$ cat config.mk
export PLATFORM = sky130hd
export DESIGN_NAME = interfaz_round_robin_tester
export DESIGN_NICKNAME = d
export VERILOG_FILES = /design/src/rtl/interfaz_round_robin_tester_pkg.sv /design/src/rtl/round_robin_scheduler.sv /design/src/rtl/round_robin_scheduler_sint.sv /design/src/rtl/interfaz_round_robin_tester.sv
export SDC_FILE = /design/constraint.sdc
export NUM_CORES = 1
export LEC_CHECK = 0
export ABC_AREA = 1
export BUFFER_PORTS_ARGS = -buffer_cell sky130_fd_sc_hd__buf_2
export CAP_MARGIN = 20
export CORE_MARGIN = 5
export CORE_UTILIZATION = 45
export DETAILED_ROUTE_END_ITERATION = 10
export PLACE_DENSITY = 0.69
export SLEW_MARGIN = 20
export SYNTH_ARGS = -nofsm -noshare
export SYNTH_HDL_FRONTEND = slang
export SYNTH_SLANG_ARGS = --single-unit
$ cat constraint.sdc
create_clock -name clk -period 3.2 [get_ports clk]
set_clock_uncertainty 0.15 [all_clocks]
set_input_delay 0.64 -clock clk [delete_from_list [all_inputs] [get_ports clk]]
set_output_delay 0.64 -clock clk [all_outputs]
set_load 0.01 [all_outputs]
$ cat src/rtl/interfaz_round_robin_tester_pkg.sv
// Shared definitions for the egress round-robin scheduler and its equivalence wrapper.
// Policy encodings and helpers that size the selector and weight fields.
package interfaz_round_robin_tester_pkg;

  typedef enum logic [1:0] {
    RR_OFF      = 2'b00,
    RR_PLAIN    = 2'b01,
    RR_WEIGHTED = 2'b10,
    RR_TABLE    = 2'b11
  } rr_policy_e;

  function automatic int unsigned sel_width(input int unsigned n);
    return (n > 1) ? $clog2(n) : 1;
  endfunction

  function automatic int unsigned weight_width(input int unsigned m);
    return (m > 1) ? $clog2(m) : 1;
  endfunction

endpackage

$ cat src/rtl/round_robin_scheduler.sv
// Egress queue scheduler core: plain RR, weighted RR and table-driven arbitration.
// One registered grant decision per enabled clock.
module round_robin_scheduler
  import interfaz_round_robin_tester_pkg::*;
#(
  parameter int unsigned QUEUE_QUANTITY = 4,
  parameter int unsigned MAX_WEIGHT     = 64,
  parameter int unsigned TABLE_SIZE     = 8,
  localparam int unsigned S             = sel_width(QUEUE_QUANTITY),
  localparam int unsigned W             = weight_width(MAX_WEIGHT),
  localparam int unsigned IW            = sel_width(TABLE_SIZE)
) (
  input  logic                       clk,
  input  logic                       rst,
  input  logic                       i_enb,
  input  logic [S-1:0]               i_policy,
  input  logic [QUEUE_QUANTITY*W-1:0] i_pesos,
  input  logic [TABLE_SIZE*W-1:0]    i_pesos_arb,
  input  logic [TABLE_SIZE*S-1:0]    i_selecciones,
  input  logic [QUEUE_QUANTITY-1:0]  i_buf_empty,
  output logic [S-1:0]               o_selector,
  output logic                       o_selector_enb
);

  logic [S-1:0]  r_ptr, r_ptr_d;
  logic [W-1:0]  r_cnt, r_cnt_d;
  logic [IW-1:0] r_idx, r_idx_d;
  rr_policy_e    r_prev, r_prev_d;
  logic [S-1:0]  r_sel, r_sel_d;
  logic          r_sel_enb, r_sel_enb_d;

  rr_policy_e    w_pol;
  logic          w_chg;
  logic [W-1:0]  w_cnt_eff, w_cnt_inc, w_ptr_w, w_t_w;
  logic [IW-1:0] w_idx_eff, w_idx_next;
  logic [S-1:0]  w_t_sel;
  logic          w_rr_found, w_wrr_found, w_stay;
  logic [S-1:0]  w_rr_q, w_wrr_q;

  assign w_pol      = rr_policy_e'(i_policy[1:0]);
  assign w_chg      = (w_pol != r_prev);
  assign w_cnt_eff  = w_chg ? '0 : r_cnt;
  assign w_idx_eff  = w_chg ? '0 : r_idx;
  assign w_cnt_inc  = w_cnt_eff + 1'b1;
  assign w_ptr_w    = i_pesos[r_ptr*W +: W];
  assign w_t_sel    = i_selecciones[w_idx_eff*S +: S];
  assign w_t_w      = i_pesos_arb[w_idx_eff*W +: W];
  assign w_idx_next = (w_idx_eff == IW'(TABLE_SIZE - 1)) ? '0 : w_idx_eff + 1'b1;
  // cnt == 0 means no burst is open, so the weighted policy must look past ptr.
  assign w_stay     = (w_cnt_eff != '0) && !i_buf_empty[r_ptr] && (w_cnt_eff < w_ptr_w);

  // Walk from the farthest offset to the nearest so the nearest candidate wins.
  always_comb begin
    int unsigned v_q;
    v_q         = 0;
    w_rr_found  = 1'b0;
    w_rr_q      = r_ptr;
    w_wrr_found = 1'b0;
    w_wrr_q     = r_ptr;
    for (int unsigned k = QUEUE_QUANTITY; k > 0; k--) begin
      v_q = (32'(r_ptr) + k) % QUEUE_QUANTITY;
      if (!i_buf_empty[v_q]) begin
        w_rr_found = 1'b1;
        w_rr_q     = S'(v_q);
        if (i_pesos[v_q*W +: W] != '0) begin
          w_wrr_found = 1'b1;
          w_wrr_q     = S'(v_q);
        end
      end
    end
  end

  always_comb begin
    r_ptr_d     = r_ptr;
    r_cnt_d     = r_cnt;
    r_idx_d     = r_idx;
    r_prev_d    = r_prev;
    r_sel_d     = r_sel;
    r_sel_enb_d = 1'b0;
    if (i_enb) begin
      r_prev_d = w_pol;
      r_cnt_d  = w_cnt_eff;
      r_idx_d  = w_idx_eff;
      case (w_pol)
        RR_PLAIN: begin
          if (w_rr_found) begin
            r_ptr_d     = w_rr_q;
            r_sel_d     = w_rr_q;
            r_sel_enb_d = 1'b1;
          end
        end
        RR_WEIGHTED: begin
          if (w_stay) begin
            r_cnt_d     = w_cnt_inc;
            r_sel_d     = r_ptr;
            r_sel_enb_d = 1'b1;
          end else if (w_wrr_found) begin
            r_ptr_d     = w_wrr_q;
            r_cnt_d     = W'(1);
            r_sel_d     = w_wrr_q;
            r_sel_enb_d = 1'b1;
          end
        end
        RR_TABLE: begin
          if ((w_t_w == '0) || i_buf_empty[w_t_sel]) begin
            r_idx_d = w_idx_next;
            r_cnt_d = '0;
          end else begin
            r_sel_d     = w_t_sel;
            r_sel_enb_d = 1'b1;
            if (w_cnt_inc >= w_t_w) begin
              r_idx_d = w_idx_next;
              r_cnt_d = '0;
            end else begin
              r_cnt_d = w_cnt_inc;
            end
          end
        end
        default: ;
      endcase
    end
  end

  always_ff @(posedge clk or negedge rst) begin
    if (!rst) begin
      r_ptr     <= S'(QUEUE_QUANTITY - 1);
      r_cnt     <= '0;
      r_idx     <= '0;
      r_prev    <= RR_OFF;
      r_sel     <= '0;
      r_sel_enb <= 1'b0;
    end else begin
      r_ptr     <= r_ptr_d;
      r_cnt     <= r_cnt_d;
      r_idx     <= r_idx_d;
      r_prev    <= r_prev_d;
      r_sel     <= r_sel_d;
      r_sel_enb <= r_sel_enb_d;
    end
  end

  assign o_selector     = r_sel;
  assign o_selector_enb = r_sel_enb;

endmodule

$ cat src/rtl/round_robin_scheduler_sint.sv
// Behavioural stand-in for the synthesized gate-level scheduler; the netlist file provides
// this module in gate-level runs with the same ports and parameters.
module round_robin_scheduler_sint
  import interfaz_round_robin_tester_pkg::*;
#(
  parameter int unsigned QUEUE_QUANTITY = 4,
  parameter int unsigned MAX_WEIGHT     = 64,
  parameter int unsigned TABLE_SIZE     = 8,
  localparam int unsigned S             = sel_width(QUEUE_QUANTITY),
  localparam int unsigned W             = weight_width(MAX_WEIGHT)
) (
  input  logic                       clk,
  input  logic                       rst,
  input  logic                       i_enb,
  input  logic [S-1:0]               i_policy,
  input  logic [QUEUE_QUANTITY*W-1:0] i_pesos,
  input  logic [TABLE_SIZE*W-1:0]    i_pesos_arb,
  input  logic [TABLE_SIZE*S-1:0]    i_selecciones,
  input  logic [QUEUE_QUANTITY-1:0]  i_buf_empty,
  output logic [S-1:0]               o_selector,
  output logic                       o_selector_enb
);

  round_robin_scheduler #(
    .QUEUE_QUANTITY(QUEUE_QUANTITY),
    .MAX_WEIGHT    (MAX_WEIGHT),
    .TABLE_SIZE    (TABLE_SIZE)
  ) u_core (
    .clk           (clk),
    .rst           (rst),
    .i_enb         (i_enb),
    .i_policy      (i_policy),
    .i_pesos       (i_pesos),
    .i_pesos_arb   (i_pesos_arb),
    .i_selecciones (i_selecciones),
    .i_buf_empty   (i_buf_empty),
    .o_selector    (o_selector),
    .o_selector_enb(o_selector_enb)
  );

endmodule

$ cat src/rtl/interfaz_round_robin_tester.sv
// Equivalence wrapper: drives the same inputs into the RTL and netlist schedulers
// and exposes both result pairs side by side.
module interfaz_round_robin_tester
  import interfaz_round_robin_tester_pkg::*;
#(
  parameter int unsigned QUEUE_QUANTITY = 4,
  parameter int unsigned DATA_BITS      = 8,
  parameter int unsigned MAX_WEIGHT     = 64,
  parameter int unsigned BUF_WIDTH      = 3,
  parameter int unsigned TABLE_SIZE     = 8,
  localparam int unsigned S             = sel_width(QUEUE_QUANTITY),
  localparam int unsigned W             = weight_width(MAX_WEIGHT)
) (
  input  logic                       clk,
  input  logic                       rst,
  input  logic                       enb,
  input  logic [S-1:0]               seleccion_roundRobin,
  input  logic [QUEUE_QUANTITY*W-1:0] pesos,
  input  logic [TABLE_SIZE*W-1:0]    pesosArbitraje,
  input  logic [TABLE_SIZE*S-1:0]    selecciones,
  input  logic [QUEUE_QUANTITY-1:0]  buf_empty,
  output logic [S-1:0]               selector,
  output logic                       selector_enb,
  output logic [S-1:0]               sint_selector,
  output logic                       sint_selector_enb
);

  // DATA_BITS and BUF_WIDTH only keep the parameter list aligned with the rest of the queue.
  if ((DATA_BITS == 0) || (BUF_WIDTH == 0)) begin : g_unused_cfg
  end

  round_robin_scheduler #(
    .QUEUE_QUANTITY(QUEUE_QUANTITY),
    .MAX_WEIGHT    (MAX_WEIGHT),
    .TABLE_SIZE    (TABLE_SIZE)
  ) u_rtl (
    .clk           (clk),
    .rst           (rst),
    .i_enb         (enb),
    .i_policy      (seleccion_roundRobin),
    .i_pesos       (pesos),
    .i_pesos_arb   (pesosArbitraje),
    .i_selecciones (selecciones),
    .i_buf_empty   (buf_empty),
    .o_selector    (selector),
    .o_selector_enb(selector_enb)
  );

  round_robin_scheduler_sint #(
    .QUEUE_QUANTITY(QUEUE_QUANTITY),
    .MAX_WEIGHT    (MAX_WEIGHT),
    .TABLE_SIZE    (TABLE_SIZE)
  ) u_sint (
    .clk           (clk),
    .rst           (rst),
    .i_enb         (enb),
    .i_policy      (seleccion_roundRobin),
    .i_pesos       (pesos),
    .i_pesos_arb   (pesosArbitraje),
    .i_selecciones (selecciones),
    .i_buf_empty   (buf_empty),
    .o_selector    (sint_selector),
    .o_selector_enb(sint_selector_enb)
  );

endmodule

==> summary.md, run 1 <==
| Metric | Value |
|---|---|
| Routed length per instance | 14.3 um |
| Largest family of logic cells by synthesized area | simple AND/OR/NAND/NOR gates |
| Reg area | 757 um^2 |
| Most used DFF post-synth | dfrtp_1 |
| Hold Crit Class | input port to asynchronous set/reset pin |
| CP arrival | 3.31 ns |
| Adder-cell area share of the yosys netlist | 0.0574 |
| 1st-iter DRT viols | 958 |
| DR vias | 7511 |
| Synthesized area per cell | 5.37 um^2 |
| Die Height | 122 um |
| Core outline area | 0.0125 mm^2 |
| Top-area cell type share of the netlist area | 0.250 |
| Chip width | 122 um |
| Cell accounting for the most synthesized area | nand2_1 |
| Fraction of layout cells with a size suffix above 1 | 0.268 |
| Diodes inserted | 0 |
| Placed cells | 1380 |
| CTS Buf Count | 5 |
| EDFF count, synth | 0 |
| H-tree depth | 2 |
| Xor/xnor share of the synthesized area | 0.0181 |
| Crit path max-delay family | simple AND/OR/NAND/NOR gates |
| Fillers | 1226 |
| Via density | 5.33 |
| First-pass DRT Iterations | 5 |
| Async SR Flop Fraction | 1.00 |
| Total Power | 4110 uW |
| Post-synthesis sequential area ratio | 0.133 |
| Post-Layout Inst Area | 0.00757 mm^2 |
| Final HPWL DP | 15600 um |
| Fin. Hold Viols | 0 |
| Pins Over Slew Limit | 0 |
| Kind of start point of the critical path | input port |
| Layout Cells excl Fill | 1409 |
| Row count | 41 |
| Slowest stage cell, crit path | ha_1 |
| Wire length of the first global-routing pass | 31300 um |
| P_leak | 0.00420 uW |
| Routed Antenna Nets | 0 |
| Endpoint class of the critical path | register |
| Mapped Cells | 1054 |
| Largest net degree at the start of global routing | 31 |
| Most frequent CP cell | nand2_4 |
| Boundary Pins | 103 |
| Synth top area cells | nand2_1, dfrtp_1, nand3_1 |
| Max rail drop VDD | 0.339 mV |
| Post-Place Cell Area | 0.00698 mm^2 |
| Status | finished, violations left |
| Layout Nets | 1359 |
| Clock Latency Late Sink | 0.28 ns |
| Worst-Margin Slew | 0.745 ns |
| Most common cell in the netlist | nand2_1 |
| WS Path Type | input port to register |
| Worst endpoint required time | 3.27 ns |
| Multiplexer share of the synthesized area | 0.00353 |
| Root buffer cell | clkbuf_16 |
| Period utilisation layout | 1.01 |
| Max-Cap Viols | 0 |
| Post-synth cell types | 44 |
| Ys Warns | 0 |
| Final Worst Setup Slack | -0.0367 ns |
| CP Max Fanout | 7 |
| Number of global-route vias before repair | 6642 |
| Port Buffers | 102 |
| Slew headroom | 0.503 |
| Violated checks | negative setup slack |
| FF+latch count, synth | 30 |
| Final critical-path required period | 3.24 ns |
| Synth Area in Compound Gates | 0.119 |
| DIE AREA | 0.0149 mm^2 |
| Global route total overflow | 0 |
| Synth Net Count | 1177 |
| Starting Density | 0.454 |
| Final Wtd Congestion | 0.968 |
| Clock Tree Buf Depth | 2 |
| Delay of the slowest critical-path stage | 0.24 ns |
| PD cells | 543 mW/mm^2 |
| Synth Area in Simple Gates | 0.529 |
| RSZ-0062 raised after global routing | yes |
| Synth top cells by count | nand2_1, nand3_1, inv_1 |
| WL final | 20200 um |
| Global Route Usage Sum | 0.256 |
| Mapped Area | 0.00566 mm^2 |
| CP Buf/Inv Count | 6 |
| Fmax | 0.309 GHz |
| CTS tree | built |
| Clock Pin Slew Worst Setup and Hold Paths | 0.06 ns |
| Synth-to-Final Area Change | 33.6% |
| Clock sink total | 30 |
| DRC Markers | 0 |
| Initial antenna violation count | 0 |
| Count of final setup violators | 4 |
| Multi-input logic area | 0.00435 mm^2 |
-- layer usage --
layer / share of wire / vias up / GRT usage
li1: - / 3774 / -
met2: 0.46 / 340 / 0.419
met4: 0.016 / 0 / 0.0574
met3: 0.084 / 40 / 0.0357
met1: 0.44 / 3357 / 0.357
met5: 0 / - / 0
-- logic make-up after synthesis --
logic type,Yosys count
buffers and inverters,182
and+or+nand+nor,682
DFF,30
xor gates and xnor gates,10
muxes,2
AOI/OAI and AO/OA,122
adders and majority gates,26
-- path summary, 6_finish.rpt --
kind / to / cells past startpoint / from / slack (ns)
worst max-delay path: u_sint.u_core.r_idx[1] / 25 / seleccion_roundRobin[1] / -0.04
worst min-delay path: u_rtl.r_cnt[4] / 1 / rst / 0.27
worst max register to register: u_sint.u_core.r_idx[1] / 23 / u_rtl.r_prev[0] / -0.02
worst min register to register: u_rtl.o_selector[1] / 2 / u_rtl.o_selector[1] / 0.31
max in group asynchronous: u_rtl.r_prev[0] / 1 / rst / 2.10
min in group clk: u_rtl.o_selector[1] / 2 / u_rtl.o_selector[1] / 0.31
-- stage by stage --
stage	hold WS [ns]	setup WS [ns]	util	TNS, ns
floorplan	0.194	-0.00785	-	-0.0134
global placement	0.300	-0.205	0.560	-3.09
detailed placement	0.303	-0.274	0.560	-4.49
CTS	0.285	0.00230	0.573	0
global route	0.322	-0.180	0.607	-1.76
finish	0.266	-0.0367	0.607	-0.0464
-- area by class of cell --
class                   count  share of cell area
multi-input cells         842               0.575
well taps                 172              0.0284
clock inverters             1             0.00397
clock buffers               7              0.0175
flip-flops and latches     30               0.100
inverters                 135              0.0696
repair buffers            222               0.205
-- cell usage in the layout, fill, tap and decap left out, types with 3 or more instances in the layout --
master       n
nand2_4      7
nor2_2      12
a21oi_2      3
o21a_1       4
nor2_4       4
nand3_2     16
or2_2        5
a22oi_1      3
clkbuf_16    6
xor2_1       6
o21ai_0     63
nor3_1       4
o21ai_1      9
inv_1      116
nand3_1    117
buf_12       8
clkinv_1     3
nand2_2     24
a31oi_1      5
buf_2      101
nand2_1    357
a21oi_1     24
buf_6        6
ha_1        23
o211ai_1     5
nor2_1      82
dfrtp_1     25
buf_4      106
dfstp_2      4
nand4_1     45
nand3b_1     3
inv_2       11
-- sequential cells by signal (all words and copies together) (netlist names) --
name / count
u_rtl.r_idx: 3
u_rtl.r_cnt: 6
u_sint.u_core.r_ptr: 2
u_rtl.r_prev: 2
u_rtl.r_ptr: 2
u_sint.u_core.o_selector_enb: 1
u_rtl.o_selector: 2
u_rtl.o_selector_enb: 1
u_sint.u_core.r_idx: 3
u_sint.u_core.o_selector: 2
u_sint.u_core.r_cnt: 6
-- power breakdown --
part	internal (uW)	switching [uW]
Combinational	1130	1850
Clock	368	180
Sequential	487	98.2
-- what timing repair did --
action	in CTS	in global routing
hold buffers	0	0
endpoints found under the hold margin	0	0
buffers inserted	0	20
endpoints found under the setup margin	0	23
resized for setup	0	63
Power figures use the tool's default switching activity.
==> run 2: changes to the inputs <==
--- a/config.mk
+++ b/config.mk
@@ -12,6 +12,8 @@
 export CORE_UTILIZATION = 45
 export DETAILED_ROUTE_END_ITERATION = 10
 export PLACE_DENSITY = 0.69
+export RECOVER_POWER = 50
+export REMOVE_ABC_BUFFERS = 1
 export SLEW_MARGIN = 20
 export SYNTH_ARGS = -nofsm -noshare
 export SYNTH_HDL_FRONTEND = slang
==> summary.md, run 2 (synthesis gave the netlist of run 1 again) <==
| Metric | Value |
|---|---|
| Status | finished, violations left (unchanged) |
| Violated checks | max-capacitance violations, max-slew violations (was negative setup slack) |
| Die Height | 122 um (unchanged) |
| Fraction of layout cells with a size suffix above 1 | 0.275 (was 0.268) |
| Clock sink total | 30 (unchanged) |
| Routed Antenna Nets | 0 (unchanged) |
| Clock Latency Late Sink | 0.28 ns (about the same) |
| Layout Nets | 1369 (was 1359) |
| Initial antenna violation count | 0 (unchanged) |
| Top Registers | u_rtl.r_cnt x6, u_sint.u_core.r_cnt x6 (unchanged) |
| Count of final setup violators | 0 (was 4) |
| DR vias | 7518 (was 7511) |
| Setup WS pre-CTS | -0.428 ns (was -0.274 ns) |
| PD cells | 544 mW/mm^2 (was 543 mW/mm^2) |
| DIE AREA | 0.0149 mm^2 (unchanged) |
| CP arrival | 3.21 ns (was 3.31 ns) |
| Root buffer cell | clkbuf_16 (unchanged) |
| Kind of start point of the critical path | input port (unchanged) |
| RSZ-0062 raised after global routing | yes (unchanged) |
| Largest net degree at the start of global routing | 31 (unchanged) |
| WL final | 20200 um (about the same) |
| Boundary Pins | 103 (unchanged) |
| Leading cell type in the layout, fill and taps excluded | nand2_1 (unchanged) |
| # hold bufs at CTS | 0 (unchanged) |
| Chip width | 122 um (unchanged) |
| Hold Crit Class | register to register (was input port to asynchronous set/reset pin) |
| Final Wtd Congestion | 0.987 (was 0.968) |
| Core outline area | 0.0125 mm^2 (unchanged) |
| Clock Tree Buf Depth | 2 (unchanged) |
| Routed length per instance | 14.2 um (was 14.3 um) |
| Multi-input logic area | 0.00435 mm^2 (unchanged) |
| First-pass DRT Iterations | 7 (was 5) |
| Final Worst Setup Slack | 0.0153 ns (was -0.0367 ns) |
| Synth-to-Final Area Change | 34.8% (was 33.6%) |
| P_leak | 0.00426 uW (was 0.00420 uW) |
| Period utilisation layout | 0.995 (was 1.01) |
| Worst endpoint required time | 3.22 ns (was 3.27 ns) |
| Diodes inserted | 0 (unchanged) |
| Fillers | 1270 (was 1226) |
| CP Max Fanout | 7 (unchanged) |
| Final HPWL DP | 15600 um (about the same) |
| Clock Pin Slew Worst Setup and Hold Paths | 0.05 ns (was 0.06 ns) |
| WS Path Type | input port to register (unchanged) |
| Wire length of the first global-routing pass | 31800 um (was 31300 um) |
| Final critical-path required period | 3.18 ns (was 3.24 ns) |
| Reg area | 756 um^2 (was 757 um^2) |
| Max-Cap Viols | 1 (was 0) |
| Port Buffers | 102 (unchanged) |
| H-tree depth | 2 (unchanged) |
| Row count | 41 (unchanged) |
| Worst-Margin Slew | 1.72 ns (was 0.745 ns) |
| CTS Buf Count | 5 (unchanged) |
| Endpoint class of the critical path | register (unchanged) |
| CTS tree | built (unchanged) |
| Number of global-route vias before repair | 6737 (was 6642) |
| Fmax | 0.314 GHz (was 0.309 GHz) |
| Global route total overflow | 0 (unchanged) |
| Max rail drop VDD | 0.275 mV (was 0.339 mV) |
| Commonest cells after routing, fill and taps aside | nand2_1, inv_1, nand3_1, buf_4, buf_2 (was nand2_1, nand3_1, inv_1) |
| Pins Over Slew Limit | 31 (was 0) |
| Final core occ | 0.613 (was 0.607) |
| Slew headroom | -0.150 (was 0.503) |
| DRC Markers | 0 (unchanged) |
| Via density | 5.30 (was 5.33) |
| Global Route Usage Sum | 0.261 (was 0.256) |
| Starting Density | 0.454 (unchanged) |
| 1st-iter DRT viols | 695 (was 958) |
| Fin. Hold Viols | 0 (unchanged) |
run 2: changes by cell type in the layout (fill, tap and decap cells not counted), moves of 3 or more:
cell,before,now
buf_4,106,116
buf_12,8,4
nand2_2,24,27
o21ai_0,63,60
nand2_1,357,353
inv_2,11,8
run 2: path summary, 6_finish.rpt:
kind                                              from                           to  slack, ns  cells after the start
setup / recovery               seleccion_roundRobin[0]       u_sint.u_core.r_idx[1]       0.02                     22
hold / removal             u_sint.u_core.o_selector[1]  u_sint.u_core.o_selector[1]       0.32                      2
setup reg to reg                       u_rtl.r_prev[0]       u_sint.u_core.r_idx[1]       0.05                     21
hold reg to reg            u_sint.u_core.o_selector[1]  u_sint.u_core.o_selector[1]       0.32                      2
max in group asynchronous                          rst       u_sint.u_core.r_idx[0]       1.24                      1
min in group asynchronous                          rst         u_rtl.o_selector_enb       0.65                      1
run 2: layout make-up:
class / count / share of cell area
Clock buffer: 7 / 0.0187
Clock inverter: 1 / 0.00393
Inverter: 135 / 0.0693
Multi-Input combinational cell: 842 / 0.570
Sequential cell: 30 / 0.0990
Tap cell: 172 / 0.0282
Timing Repair Buffer: 231 / 0.210
Timing Repair inverter: 1 / 0.000983
run 2: per-stage QoR:
step | power [uW] | area [um^2] | TNS (ns) | hold slack [ns] | std cells
final | 4160 | 7640 | 0 | 0.319 | 1419
after global routing | 4570 | 7640 | -1.20 | 0.336 | 1419
after CTS | 3970 | 7210 | 0 | 0.285 | 1405
after detailed placement | 3380 | 7000 | -6.96 | 0.312 | 1394
after global placement | 3340 | 7000 | -6.16 | 0.303 | 1394
after floorplan | 2440 | 5380 | -25.28 | 0.194 | 1007
run 2: power by group:
part	switching, uW	total [uW]	internal (uW)
clock	177	566	389
combinational	1890	3010	1120
sequential	93.9	580	487
total	2160	4160	1990
run 2: critical path, cell delays in order:
cell	delay, ns
buf_8	0.11
xnor2_4	0.22
buf_6	0.17
nand3_4	0.16
buf_8	0.19
nand2_2	0.06
nand3_2	0.08
nand3_2	0.08
nand2_2	0.07
inv_2	0.07
ha_4	0.19
a21boi_2	0.14
o21a_1	0.18
o21a_1	0.18
o21ai_1	0.12
nand2_1	0.07
nand2_2	0.08
nand2_4	0.09
nand2_4	0.09
nand3_1	0.10
nand3_2	0.08
nand2_1	0.05
run 2: what timing repair did:
action / in CTS / in global routing
setup endpoints to repair: 18 / 22
setup buffers: 3 / 11
resized for setup: 7 / 80
gates cloned: 0 / 3
pin swaps: 3 / 34
run 2: layer usage:
layer  up-vias  GRT usage  routed length [um]
met5         -          0                   0
li1       3785          -                   -
met1      3321      0.347                8660
met4         0     0.0812                 677
met2       352      0.446                9460
met3        60     0.0274                1410
